==> src/rtl/meter_pkg.sv <==
// meter_pkg: segment patterns, digit positions and reader state shared by the
// seven-segment meter reader and its decoder.
package meter_pkg;
  localparam logic [6:0] SEG_0 = 7'b1000000;
  localparam logic [6:0] SEG_1 = 7'b1111001;
  localparam logic [6:0] SEG_2 = 7'b0100100;
  localparam logic [6:0] SEG_3 = 7'b0110000;
  localparam logic [6:0] SEG_4 = 7'b0011001;
  localparam logic [6:0] SEG_5 = 7'b0010010;
  localparam logic [6:0] SEG_6 = 7'b0000010;
  localparam logic [6:0] SEG_7 = 7'b1111000;
  localparam logic [6:0] SEG_8 = 7'b0000000;
  localparam logic [6:0] SEG_9 = 7'b0010000;
  localparam logic [1:0] DIG_ONES  = 2'd0;
  localparam logic [1:0] DIG_TENS  = 2'd1;
  localparam logic [1:0] DIG_HUNDS = 2'd2;
  localparam logic [1:0] DIG_THOUS = 2'd3;
  localparam logic [13:0] MAX_COUNT = 14'd9999;
  typedef enum logic [1:0] {ST_IDLE, ST_SCAN, ST_BLANK} rd_state_e;
endpackage

==> src/rtl/seg7_decode.sv <==
// seg7_decode: active-low seven-segment pattern (g..a) back to a BCD digit.
module seg7_decode
  import meter_pkg::*;
(
  input  logic [6:0] seg_i,
  output logic       valid_o,
  output logic [3:0] digit_o
);
  always_comb begin
    valid_o = 1'b1;
    digit_o = 4'd0;
    case (seg_i)
      SEG_0:   digit_o = 4'd0;
      SEG_1:   digit_o = 4'd1;
      SEG_2:   digit_o = 4'd2;
      SEG_3:   digit_o = 4'd3;
      SEG_4:   digit_o = 4'd4;
      SEG_5:   digit_o = 4'd5;
      SEG_6:   digit_o = 4'd6;
      SEG_7:   digit_o = 4'd7;
      SEG_8:   digit_o = 4'd8;
      SEG_9:   digit_o = 4'd9;
      default: valid_o = 1'b0;
    endcase
  end
endmodule

==> src/rtl/meter_reader.sv <==
// meter_reader: passive monitor of the meter's multiplexed display bus; rebuilds
// four-digit frames and reports blanking, flashing and expiry.
module meter_reader
  import meter_pkg::*;
#(
  parameter int SETTLE        = 4,
  parameter int BLANK_TIMEOUT = 1_000_000,
  parameter int FLASH_HOLD    = 300_000_000
) (
  input  logic        clk,
  input  logic        reset_n,
  input  logic [3:0]  an,
  input  logic [6:0]  seg,
  output logic [15:0] count_bcd,
  output logic [13:0] count_bin,
  output logic        frame_valid,
  output logic        decode_err,
  output logic        blank,
  output logic        flashing,
  output logic        expired
);
  localparam int SW = $clog2(SETTLE + 1);
  localparam int BW = $clog2(BLANK_TIMEOUT + 1);
  localparam int FW = $clog2(FLASH_HOLD + 1);
  localparam logic [BW-1:0] BT = BW'(BLANK_TIMEOUT);
  localparam logic [FW-1:0] FH = FW'(FLASH_HOLD);

  rd_state_e        state_q;
  logic [10:0]      s1_q, s2_q, last_q;
  logic [SW-1:0]    stab_q;
  logic [BW-1:0]    blk_q, blk_d;
  logic [FW-1:0]    flash_q;
  logic [3:0][3:0]  slot_q, slot_d;
  logic [3:0]       mask_q, mask_d;
  logic [15:0]      count_bcd_q;
  logic [13:0]      count_bin_q, bin_d;
  logic             frame_valid_q, decode_err_q, expired_q;
  logic [3:0]       an_s, dig;
  logic [1:0]       pos;
  logic             dec_valid, accept, cap, err, resume, sat, done;

  seg7_decode u_dec (.seg_i(s2_q[6:0]), .valid_o(dec_valid), .digit_o(dig));

  assign an_s   = s2_q[10:7];
  // The counter saturates at SETTLE, so a stable interval is accepted only once.
  assign accept = (s2_q == last_q) && (stab_q == SW'(SETTLE - 1));
  assign pos    = !an_s[DIG_ONES] ? DIG_ONES : !an_s[DIG_TENS] ? DIG_TENS :
                  !an_s[DIG_HUNDS] ? DIG_HUNDS : DIG_THOUS;
  assign cap    = accept && $onehot(~an_s) && dec_valid;
  assign err    = accept && (an_s != 4'hF) && !cap;
  assign resume = (state_q == ST_BLANK) && (an_s != 4'hF);
  assign blk_d  = (an_s != 4'hF) ? '0 : (blk_q == BT) ? blk_q : blk_q + 1'b1;
  assign sat    = blk_d == BT;
  assign done   = mask_d == 4'hF;
  assign bin_d  = 14'(slot_d[3]) * 14'd1000 + 14'(slot_d[2]) * 14'd100 +
                  14'(slot_d[1]) * 14'd10 + 14'(slot_d[0]);

  always_comb begin
    slot_d = slot_q;
    mask_d = resume ? 4'h0 : mask_q;
    if (cap) begin
      slot_d[pos] = dig;
      mask_d[pos] = 1'b1;
    end
  end

  always_ff @(posedge clk or negedge reset_n) begin
    if (!reset_n) begin
      state_q       <= ST_IDLE;
      s1_q          <= '1;
      s2_q          <= '1;
      last_q        <= '1;
      stab_q        <= '0;
      blk_q         <= '0;
      flash_q       <= '0;
      slot_q        <= '0;
      mask_q        <= '0;
      count_bcd_q   <= '0;
      count_bin_q   <= '0;
      frame_valid_q <= 1'b0;
      decode_err_q  <= 1'b0;
      expired_q     <= 1'b0;
    end else begin
      s1_q          <= {an, seg};
      s2_q          <= s1_q;
      last_q        <= s2_q;
      stab_q        <= (s2_q != last_q) ? '0 : (stab_q == SW'(SETTLE)) ? stab_q : stab_q + 1'b1;
      blk_q         <= blk_d;
      flash_q       <= resume ? FH : (flash_q != '0) ? flash_q - 1'b1 : flash_q;
      slot_q        <= slot_d;
      mask_q        <= done ? 4'h0 : mask_d;
      frame_valid_q <= done;
      decode_err_q  <= err;
      if (done) begin
        count_bcd_q <= slot_d;
        count_bin_q <= (bin_d > MAX_COUNT) ? MAX_COUNT : bin_d;
        expired_q   <= bin_d == 14'd0;
      end
      case (state_q)
        ST_IDLE:  state_q <= sat ? ST_BLANK : cap ? ST_SCAN : ST_IDLE;
        ST_SCAN:  state_q <= sat ? ST_BLANK : ST_SCAN;
        ST_BLANK: state_q <= resume ? ST_SCAN : ST_BLANK;
        default:  state_q <= ST_IDLE;
      endcase
    end
  end

  assign count_bcd   = count_bcd_q;
  assign count_bin   = count_bin_q;
  assign frame_valid = frame_valid_q;
  assign decode_err  = decode_err_q;
  assign blank       = state_q == ST_BLANK;
  assign flashing    = flash_q != '0;
  assign expired     = expired_q;
endmodule

==> config.mk <==
export PLATFORM = sky130hd
export DESIGN_NAME = meter_reader
export DESIGN_NICKNAME = d
export VERILOG_FILES = /design/src/rtl/meter_pkg.sv /design/src/rtl/seg7_decode.sv /design/src/rtl/meter_reader.sv
export SDC_FILE = /design/constraint.sdc
export NUM_CORES = 1
export LEC_CHECK = 0
export CAP_MARGIN = 0
export CORE_MARGIN = 1.5
export CORE_UTILIZATION = 52
export CTS_BUF_LIST = sky130_fd_sc_hd__clkbuf_8
export CTS_CLUSTER_DIAMETER = 50
export DETAILED_ROUTE_END_ITERATION = 10
export PLACE_DENSITY_LB_ADDON = 0.1
export SLEW_MARGIN = 5
export SYNTH_ARGS = -nofsm -noshare
export SYNTH_HDL_FRONTEND = slang
export SYNTH_HIERARCHICAL = 1
export SYNTH_SLANG_ARGS = --single-unit
==> constraint.sdc <==
create_clock -name clk -period 7.8 [get_ports clk]
set_input_delay 1.56 -clock clk [delete_from_list [all_inputs] [get_ports clk]]
set_output_delay 1.56 -clock clk [all_outputs]
set_load 0.005 [all_outputs]
======== Yosys cells after proc, flatten, opt, wreduce, memory -nomap -nowiden ========
Index checks and enable logic that the tools add are counted.
cells by class
  $add $sub $neg .......................... 9
  $mul .................................... 3
  order comparisons ....................... 3
  equal/unequal tests ..................... 21
  mux-type cells .......................... 26
  bitwise gates (word level) .............. 2
  reductions and logical operators ........ 14
operators with widths
  operator               number
  $mux 29                2
  $eq 20x20->1 const B   2
  $mux 20                2
  $pmux 4 s9             1
  $reduce_bool 29->1     1
  $sub 29x1->29 const B  1
  $eq 7x5->1 const B     3
  $eq 7x7->1 const B     3
  $add 20x1->20 const B  1
  $bwmux 16              1
  $mux 16                1
  $mux 4                 4
  $add 14x11->14         1
  $add 14x4->14          1
  $add 14x8->14          1
  $eq 7x6->1 const B     2
  $gt 14x14->1 const B   1
  $logic_not 14->1       1
  $mux 14                1
  $eq 11x11->1           1
  $mul 4x7->11 const B   1
  $ne 11x11->1           1
  $mux 2                 5
  $reduce_or 10->1       1
  28 further kinds       39
word-level totals
  bits in registers ....................... 140
  input bits .............................. 13
  output and inout port bits .............. 35
  word-level logic and storage cells ...... 95

======== Longest topological paths before layout ========
Gate-level depths: netlist of run 1.
  depth in word-level cells ............... 15
  gate-level depth with buffers ........... 29
  mapped depth without buffers ............ 29

======== Cells and area by module ========
Netlist of run 1, hierarchy kept.
modules (own cells, without submodules)
  module        times used  cells an instance  area each (µm²)  sequential area each (µm²)
  meter_reader  1           754                7911.3           3544.6
  seg7_decode   1           27                 172.7            0.0

======== Worst setup path after synthesis of run 1 ========
No wires, ideal clock.
  kind .................................... flip-flop to flip-flop
  from .................................... register s2_q[8]
  to ...................................... register count_bin_q[1], in the netlist count_bin[1]
  library setup time ...................... 0.153 ns
  arrival ................................. 7.216 ns
  data required time ...................... 7.647 ns
  path slack .............................. 0.431 ns
  cell stages (with the launch flop) ...... 28
  buffers on the path ..................... 0
  clock period less this slack ............ 7.369 ns
  path through ............................ dfstp_2 > fa_1 > inv_1 > ha_1 > ha_1 > and4bb_2 > nand2_1 > or4_1 > nor3_1 > mux2_2 > fa_1 > inv_1 > fa_1 > inv_1 > ha_1 > nor2b_1 > o21ai_0 > nand2b_1 > xnor2_1 > ha_1 > ha_1 > ha_1 > a21o_1 > and2_1 > nor4b_1 > nand3b_1 > xor2_1 > o311ai_0
RTL lines
  item                    line                source
  from (decl)             meter_reader.sv:29  logic [10:0] s1_q, s2_q, last_q;
  from (signal assigned)  meter_reader.sv:85  s2_q <= s1_q;
  to (signal assigned)    meter_reader.sv:96  count_bin_q <= (bin_d > MAX_COUNT) ? MAX_COUNT : bin_d;
  to (decl)               meter_reader.sv:36  logic [13:0] count_bin_q, bin_d;

==> results.ini, run 1 <==
[timing]
min_period_ns = 7.48
min_period_over_period_pct = 95.9
hold_violations = 0
relSlewSlack_pct = 32.1
fmax_mhz = 134
fin_skew_ns = 0.0143
worst_slack_ns = 0.318
setup-violations-final = 0
maxSlewViolCount = 0
worstMarginPinSlew_ns = 1.02

[worst_setup_path]
worst-setup-path-type = reg -> reg
crit_top_cell = ha_1
required_ns = 8.13
start_kind = flip-flop
r2r-start = s2_q[7]$_DFF_PN1_
crit_path_max_incr_delay_ns = 0.59
r2r-end = count_bin[5]$_DFFE_PN0P_
end_kind = flip-flop
r2r_cells = 27
critical-path-slowest-cell = fa_2
worstPathArrival_ns = 7.81
path_max_fanout = 5
rrSetupSlack_ns = 0.32

[detailed_routing]
via_per_inst = 5.84
num_vias = 6134
wl_per_cell_um = 17.2
antenna_left = 0
drc = 0
drtPass1Iterations = 4
drt_iter0_markers = 455
totalWireLength_um = 18000

[logic_synthesis]
postSynthCellCount = 781
synthesis.area_mm2 = 0.00808
ys_ff_latch = 140
synth_warnings = 6
synthXorXnorAreaFrac_pct = 7.37
synth.area.mux_share_pct = 3.58
yosys.area_share.adder_pct = 13.7
synth_cell_type_count = 65
synth-edff-count = 0
synth_nets = 872
synth_top_family_by_area = simple AND/OR/NAND/NOR gates
synthArstFlopShare_pct = 100
synth_compound_area_share_pct = 11.4
seq_area_frac_synth_pct = 43.8
ys.flop_type = dfrtp_1
synthSimpleGateAreaFrac_pct = 16.6
syn_avg_cell_area_um2 = 10.4

[clocking]
cts_tree = yes
insertion_delay_ns = 0.45
cts_htree_levels = 4
cts_buffers = 17
path_clk_slew_ns = 0.07
clockBufferDepth = 2
clkSinkCount = 140
root_buffer = clkbuf_8

[finish]
drive_gt1_share_pct = 15.5
syn_to_final_growth_pct = 16.1
final_core_utilization_pct = 61.7
layout_common_cells = dfrtp_1, nor2_1, ha_1
fin_area_mm2 = 0.00938
layout.cells.non_filler = 1050
antenna_cells = 0
nNetsFinal = 941
final_common_cell = dfrtp_1

[die]
initial_utilization_pct = 53.2
io_pins = 48
die_w_um = 128
core_area_mm2 = 0.0152
rows = 45
fp.dieArea_mm2 = 0.0163
die_height_um = 128

[grt]
antenna_found_initial = 0
grt_usage_pct = 23.7
grt_pass1_wl_um = 30800
grt_pass1_vias = 6339
grt_max_degree = 84
gr-total-overflow = 0

[pwr]
p_leak_nw = 4.50
total_power_mw = 1.43
ir_worst_vdd_mv = 0.103
p_per_area_mw_per_mm2 = 152

[min_path]
hold_depth = 0
whs_endpoint = s2_q[6]$_DFF_PN1_
hold_path_class = reg -> reg
min_from = s1_q[6]$_DFF_PN1_

[status]
status = finished, final reports clean

[place]
dpl_worst_slack_ns = 0.0351
place.port_buffers = 47
dpl-instance-area_mm2 = 0.00881
hpwl_um = 12800
place_inst = 1011
gp_congestion = 0.852

[job]
maxCapViolations = 0

-- where the power goes --
part	switching, mW	internal, mW	total (mW)	leakage [nW]
clock	0.281	0.349	0.631	0.225
combinational	0.0281	0.0170	0.0451	2.43
sequential	0.00894	0.741	0.750	1.84
total	0.318	1.11	1.43	4.50
-- cell families (layout without fill, tap and decap cells) --
kind of cell             after synthesis  in the layout
AO/OA/AOI/OAI                        141            141
XOR/XNOR                              68             68
adder cells (fa/ha/maj)               78             78
buffers and inverters                 71            152
flip-flops                           140            140
multiplexers                          26             26
AND/OR/NAND/NOR                      257            257
-- worst max-delay path: cells and delay by family, from the launching register on --
family | cells | cell delay (ns)
AOI/OAI and AO/OA | 5 | 0.92
buffers and inverters | 3 | 0.17
muxes | 1 | 0.40
xor gates and xnor gates | 1 | 0.22
and+or+nand+nor | 8 | 1.89
DFF | 1 | 0.40
adders and majority gates | 9 | 3.37
-- per-stage QoR --
stage / hold WS, ns / TNS, ns
after CTS: 0.358 / 0
final: 0.357 / 0
after global placement: 0.345 / 0
after floorplan: 0.345 / 0
after detailed placement: 0.347 / 0
after global routing: 0.360 / -0.0405
-- cell type report --
cell class / instances / area [µm²]
clock inverters: 10 / 135
well taps: 188 / 235
repair buffers: 69 / 637
flip-flops and latches: 140 / 3540
fillers: 1260 / 5820
clock buffers: 21 / 289
multi-input cells: 570 / 4350
inverters: 52 / 195
-- state kept, by name, summed over array words and instances, names as in the netlist --
signal	cells
s1_q	11
mask_q	4
state_q	2
last_q	11
flash_q	29
count_bin	14
count_bcd	16
stab_q	3
slot_q	16
blk_q	20
expired	1
frame_valid	1
decode_err	1
s2_q	11
-- layer usage --
metal  part of all wire [%]  wire [µm]  track usage (%)  up-vias
li1                       -          -                -     2924
met1                     45       8110             31.1     3078
met2                     50       9050             40.0      108
met3                    3.4        614             4.88       24
met4                    1.5        267             6.94        0
met5                      0          0                0        -
-- repair_timing --
item | 4_1_cts | 5_1_grt
endpoints found under the setup margin | 2 | 15
hold buffers | 0 | 0
buffers inserted | 0 | 8
pin swaps | 0 | 4
hold endpoints to repair | 0 | 0
resized for setup | 1 | 16
-- synthesized netlist by cell type, drive strengths merged (5+ instances only) --
| cell | count | share of area, % |
|---|---|---|
| dfrtp | 107 | 33 |
| nor2 | 66 | 3.1 |
| ha | 60 | 9.3 |
| inv | 52 | 2.4 |
| nand2 | 47 | 2.2 |
| a21oi | 40 | 2.5 |
| xnor2 | 40 | 4.3 |
| dfstp | 33 | 11 |
| o21ai | 30 | 1.9 |
| nand3 | 28 | 1.7 |
| xor2 | 28 | 3.0 |
| mux2 | 23 | 3.2 |
| nor3 | 23 | 1.5 |
| fa | 18 | 4.5 |
| nand4 | 18 | 1.4 |
| clkbuf | 13 | 0.60 |
| or3 | 13 | 1.0 |
| nor4 | 12 | 0.93 |
| or4 | 11 | 1.1 |
| and3 | 10 | 0.77 |
| a211oi | 9 | 0.90 |
| o311ai | 8 | 0.87 |
| a31oi | 7 | 0.54 |
| o31ai | 7 | 0.65 |
| a21o | 6 | 0.56 |
| and2 | 6 | 0.46 |
| buf | 6 | 0.48 |
| o21a | 6 | 0.56 |
| nand3b | 5 | 0.46 |
| nor2b | 5 | 0.39 |
-- worst max path at each step --
stage	from	end	slack (ns)	depth (start not counted)
floorplan	s2_q[8]$_DFF_PN1_	count_bin[1]$_DFFE_PN0P_	0.43	27
global placement	s2_q[8]$_DFF_PN1_	count_bin[5]$_DFFE_PN0P_	0.25	29
detailed placement	s2_q[8]$_DFF_PN1_	count_bin[5]$_DFFE_PN0P_	0.04	28
CTS	s2_q[8]$_DFF_PN1_	count_bin[5]$_DFFE_PN0P_	0.07	28
global route	s2_q[10]$_DFF_PN1_	count_bin[5]$_DFFE_PN0P_	-0.03	28
finish	s2_q[7]$_DFF_PN1_	count_bin[5]$_DFFE_PN0P_	0.32	27
Power figures use the tool's default switching activity.
==> run 2, diff against run 1 <==
--- a/config.mk
+++ b/config.mk
@@ -5,6 +5,7 @@
 export SDC_FILE = /design/constraint.sdc
 export NUM_CORES = 1
 export LEC_CHECK = 0
+export ABC_AREA = 1
 export CAP_MARGIN = 0
 export CORE_MARGIN = 1.5
 export CORE_UTILIZATION = 52
==> results.ini, run 2 <==
[status]
status = finished, final reports clean  ; unchanged

[pwr]
internal_power_mw = 1.08  ; was 1.11 mW
seqPwrFrac_pct = 53.4  ; was 52.6%
pwr-share-comb_pct = 3.5  ; was 3.2%
p_leak_nw = 5.37  ; was 4.50 nW
ir_worst_vdd_mv = 0.133  ; was 0.103 mV
netSwitchingFraction_pct = 23.2  ; was 22.3%
clkPwrFrac_pct = 43.1  ; was 44.2%
power_switching_mw = 0.325  ; was 0.318 mW
p_per_area_mw_per_mm2 = 147  ; was 152 mW/mm²

[detailed_routing]
drtPass1Iterations = 5  ; was 4
via_per_inst = 4.98  ; was 5.84
drc = 0  ; unchanged
num_vias = 6510  ; was 6134
antenna_left = 0  ; unchanged
wl_per_cell_um = 13.2  ; was 17.2 µm
drt_iter0_markers = 316  ; was 455
totalWireLength_um = 17300  ; was 18000 µm

[timing]
min_period_ns = 7.14  ; was 7.48 ns
tns_ns = 0  ; unchanged
rsz0062_at_grt = false
hold_violations = 0  ; unchanged
relSlewSlack_pct = 38.1  ; was 32.1%
maxSlewViolCount = 0  ; unchanged
worstMarginPinSlew_ns = 0.929  ; was 1.02 ns
fmax_mhz = 140  ; was 134 MHz
setup-violations-final = 0  ; unchanged
min_period_over_period_pct = 91.6  ; was 95.9%
fin_skew_ns = 0.0177  ; was 0.0143 ns

[min_path]
hold_path_class = reg -> reg  ; unchanged

[worst_setup_path]
start_kind = flip-flop  ; unchanged
end_kind = flip-flop  ; unchanged
critical-path-slowest-cell = fa_1  ; was fa_2
worstPathArrival_ns = 7.48  ; was 7.81 ns
worst-setup-path-type = reg -> reg  ; unchanged
required_ns = 8.14  ; was 8.13 ns
critPathTopFamily = adder cells  ; unchanged
crit_path_max_incr_delay_ns = 0.62  ; was 0.59 ns
crit_top_cell = inv_1  ; was ha_1
path_max_fanout = 13  ; was 5
cp_num_buf_inv = 8  ; was 3

[finish]
nNetsFinal = 1168  ; was 941
nFillCells = 1436  ; was 1260
final_common_cell = nand2_1  ; was dfrtp_1
reg.largest.list = flash_q: 29 flops, blk_q: 20 flops  ; unchanged
largest_reg_flops = 29  ; unchanged
syn_to_final_growth_pct = 13.2  ; was 16.1%
top_register = flash_q  ; unchanged
drive_gt1_share_pct = 10.1  ; was 15.5%
fin_area_mm2 = 0.00952  ; was 0.00938 mm²
antenna_cells = 0  ; unchanged
layout_common_cells = nand2_1, inv_1, dfrtp_1  ; was dfrtp_1, nor2_1, ha_1

[logic_synthesis]
ys.flop_type = dfrtp_1  ; unchanged
ys_ff_latch = 140  ; unchanged
synth_cell_type_count = 47  ; was 65
synth.area.top_cells = dfrtp_1, dfstp_2, nand2_1, ha_1, inv_1  ; was dfrtp_1, dfstp_2, ha_1, fa_1, xnor2_1
synth_warnings = 6  ; unchanged
postSynthCellCount = 1020  ; was 781
synth-edff-count = 0  ; unchanged
synthArstFlopShare_pct = 100  ; unchanged
synth_top_area_share_pct = 31.9  ; was 33.1%
synth_nets = 1111  ; was 872
netlist_top_cells_count = nand2_1, inv_1, dfrtp_1  ; was dfrtp_1, nor2_1, ha_1
synth.most_common_cell = nand2_1  ; was dfrtp_1
yosysTopAreaCell = dfrtp_1  ; unchanged
seq_area_frac_synth_pct = 42.2  ; was 43.8%
syn_avg_cell_area_um2 = 8.24  ; was 10.4 µm²
synthesis.area_mm2 = 0.00840  ; was 0.00808 mm²

[grt]
grt_pass1_vias = 6406  ; was 6339
antenna_found_initial = 0  ; unchanged
grt_max_degree = 77  ; was 84
met2_usage_pct = 38.3  ; was 40.0%
grt_usage_pct = 22.7  ; was 23.7%
gr-total-overflow = 0  ; unchanged
grt_busiest_layer = met2  ; unchanged
grtUsageMet1_pct = 30.1  ; was 31.1%
grt_pass1_wl_um = 30100  ; was 30800 µm
grt_util_met3_pct = 4.18  ; was 4.88%

[die]
rows = 46  ; was 45
io_pins = 48  ; unchanged
initial_utilization_pct = 53.1  ; was 53.2%
die_w_um = 130  ; was 128 µm
fp.dieArea_mm2 = 0.0169  ; was 0.0163 mm²
die_height_um = 130  ; was 128 µm
core_area_mm2 = 0.0158  ; was 0.0152 mm²

[clocking]
cts_setup_buffers = 0  ; unchanged
insertion_delay_ns = 0.46  ; was 0.45 ns
clkSinkCount = 140  ; unchanged
cts_tree = yes  ; unchanged
cts_htree_levels = 4  ; unchanged
clockBufferDepth = 2  ; unchanged
path_clk_slew_ns = 0.08  ; was 0.07 ns
cts_buffers = 17  ; unchanged
root_buffer = clkbuf_8  ; unchanged

[place]
dpl-instance-area_mm2 = 0.00909  ; was 0.00881 mm²
hpwl_um = 13000  ; was 12800 µm
gp_congestion = 0.859  ; was 0.852
place.port_buffers = 47  ; unchanged

[job]
maxCapViolations = 0  ; unchanged

==> run 2: cell types whose count changed after synthesis, moves of 9 or more <==
cell      delta
nand3_1     +26
nor2_2      +10
or4_1        -9
and3_1      -10
nand2_1    +158
o21ai_1     +19
mux2_2      -22
or3_1       -12
clkbuf_1    -10
xnor2_1     -26
nor2_1      +37
inv_1      +130
==> run 2: power groups by stage <==
stage	Clock, mW	Combinational (mW)	Sequential (mW)
floorplan	0	0.0230	0.761
global placement	0	0.0482	0.763
detailed placement	0	0.0494	0.763
CTS	0.625	0.0495	0.750
global route	0.653	0.0572	0.751
finish	0.604	0.0492	0.750
==> run 2: cell families after synthesis <==
logic type,count (synthesis),share of synthesized area (%)
mux,4,0.476
fa+ha+maj,78,13.2
buf+inv,202,9.32
xor+xnor,35,3.65
compound gates,114,7.37
simple gates,447,23.8
flops,140,42.2
==> run 2: cell type report <==
cell class	instances	area, µm²	share of cell area (%)
Tap cell	216	270	2.84
Clock inverter	14	153	1.60
Clock buffer	18	248	2.60
Timing Repair Buffer	49	487	5.11
Multi-Input combinational cell	678	4100	43.1
Sequential cell	140	3540	37.2
Inverter	191	717	7.53
==> run 2: path summary, 6_finish.rpt <==
kind | start | end | slack (ns) | cells past startpoint
max | s2_q[7]$_DFF_PN1_ | count_bin[12]$_DFFE_PN0P_ | 0.66 | 35
min | s1_q[9]$_DFF_PN1_ | s2_q[9]$_DFF_PN1_ | 0.35 | 0
max reg2reg | s2_q[7]$_DFF_PN1_ | count_bin[12]$_DFFE_PN0P_ | 0.66 | 35
min reg2reg | s1_q[9]$_DFF_PN1_ | s2_q[9]$_DFF_PN1_ | 0.35 | 0
max in group asynchronous | reset_n | slot_q[4]$_DFF_PN0_ | 5.37 | 2
min in group asynchronous | reset_n | blk_q[5]$_DFF_PN0_ | 1.08 | 1
==> run 2: timing repair <==
action / in CTS / in global routing
endpoints found under the setup margin: 0 / 13
resized for setup: 0 / 4
hold buffers: 0 / 0
==> run 2: worst reg2reg max path: cells and delay by family, from the launching register on <==
| kind | cells | cell delay (ns) |
|---|---|---|
| and+or+nand+nor | 13 | 1.55 |
| buffers and inverters | 8 | 0.74 |
| AOI/OAI and AO/OA | 3 | 0.57 |
| xor gates and xnor gates | 2 | 0.29 |
| DFF | 1 | 0.41 |
| adders and majority gates | 9 | 3.46 |
==> run 2: through the flow <==
step / utilization (%) / worst slack (ns) / power [mW] / hold WS [ns] / instances
after detailed placement: 57.5 / 0.235 / 0.813 / 0.347 / 1274
after global placement: 57.5 / 0.440 / 0.811 / 0.346 / 1274
final: 60.1 / 0.659 / 1.40 / 0.353 / 1306
after global routing: 60.1 / 0.0147 / 1.46 / 0.354 / 1306
after CTS: 60.0 / 0.183 / 1.42 / 0.352 / 1306
after floorplan: - / 1.01 / 0.784 / 0.345 / 1020
==> run 2: layer usage <==
layer	vias to the layer above	wire, µm	share of wire, %
met3	19	446	2.6
li1	3340	-	-
met5	-	0	0
met2	87	8420	49
met1	3064	8240	48
met4	0	190	1.1
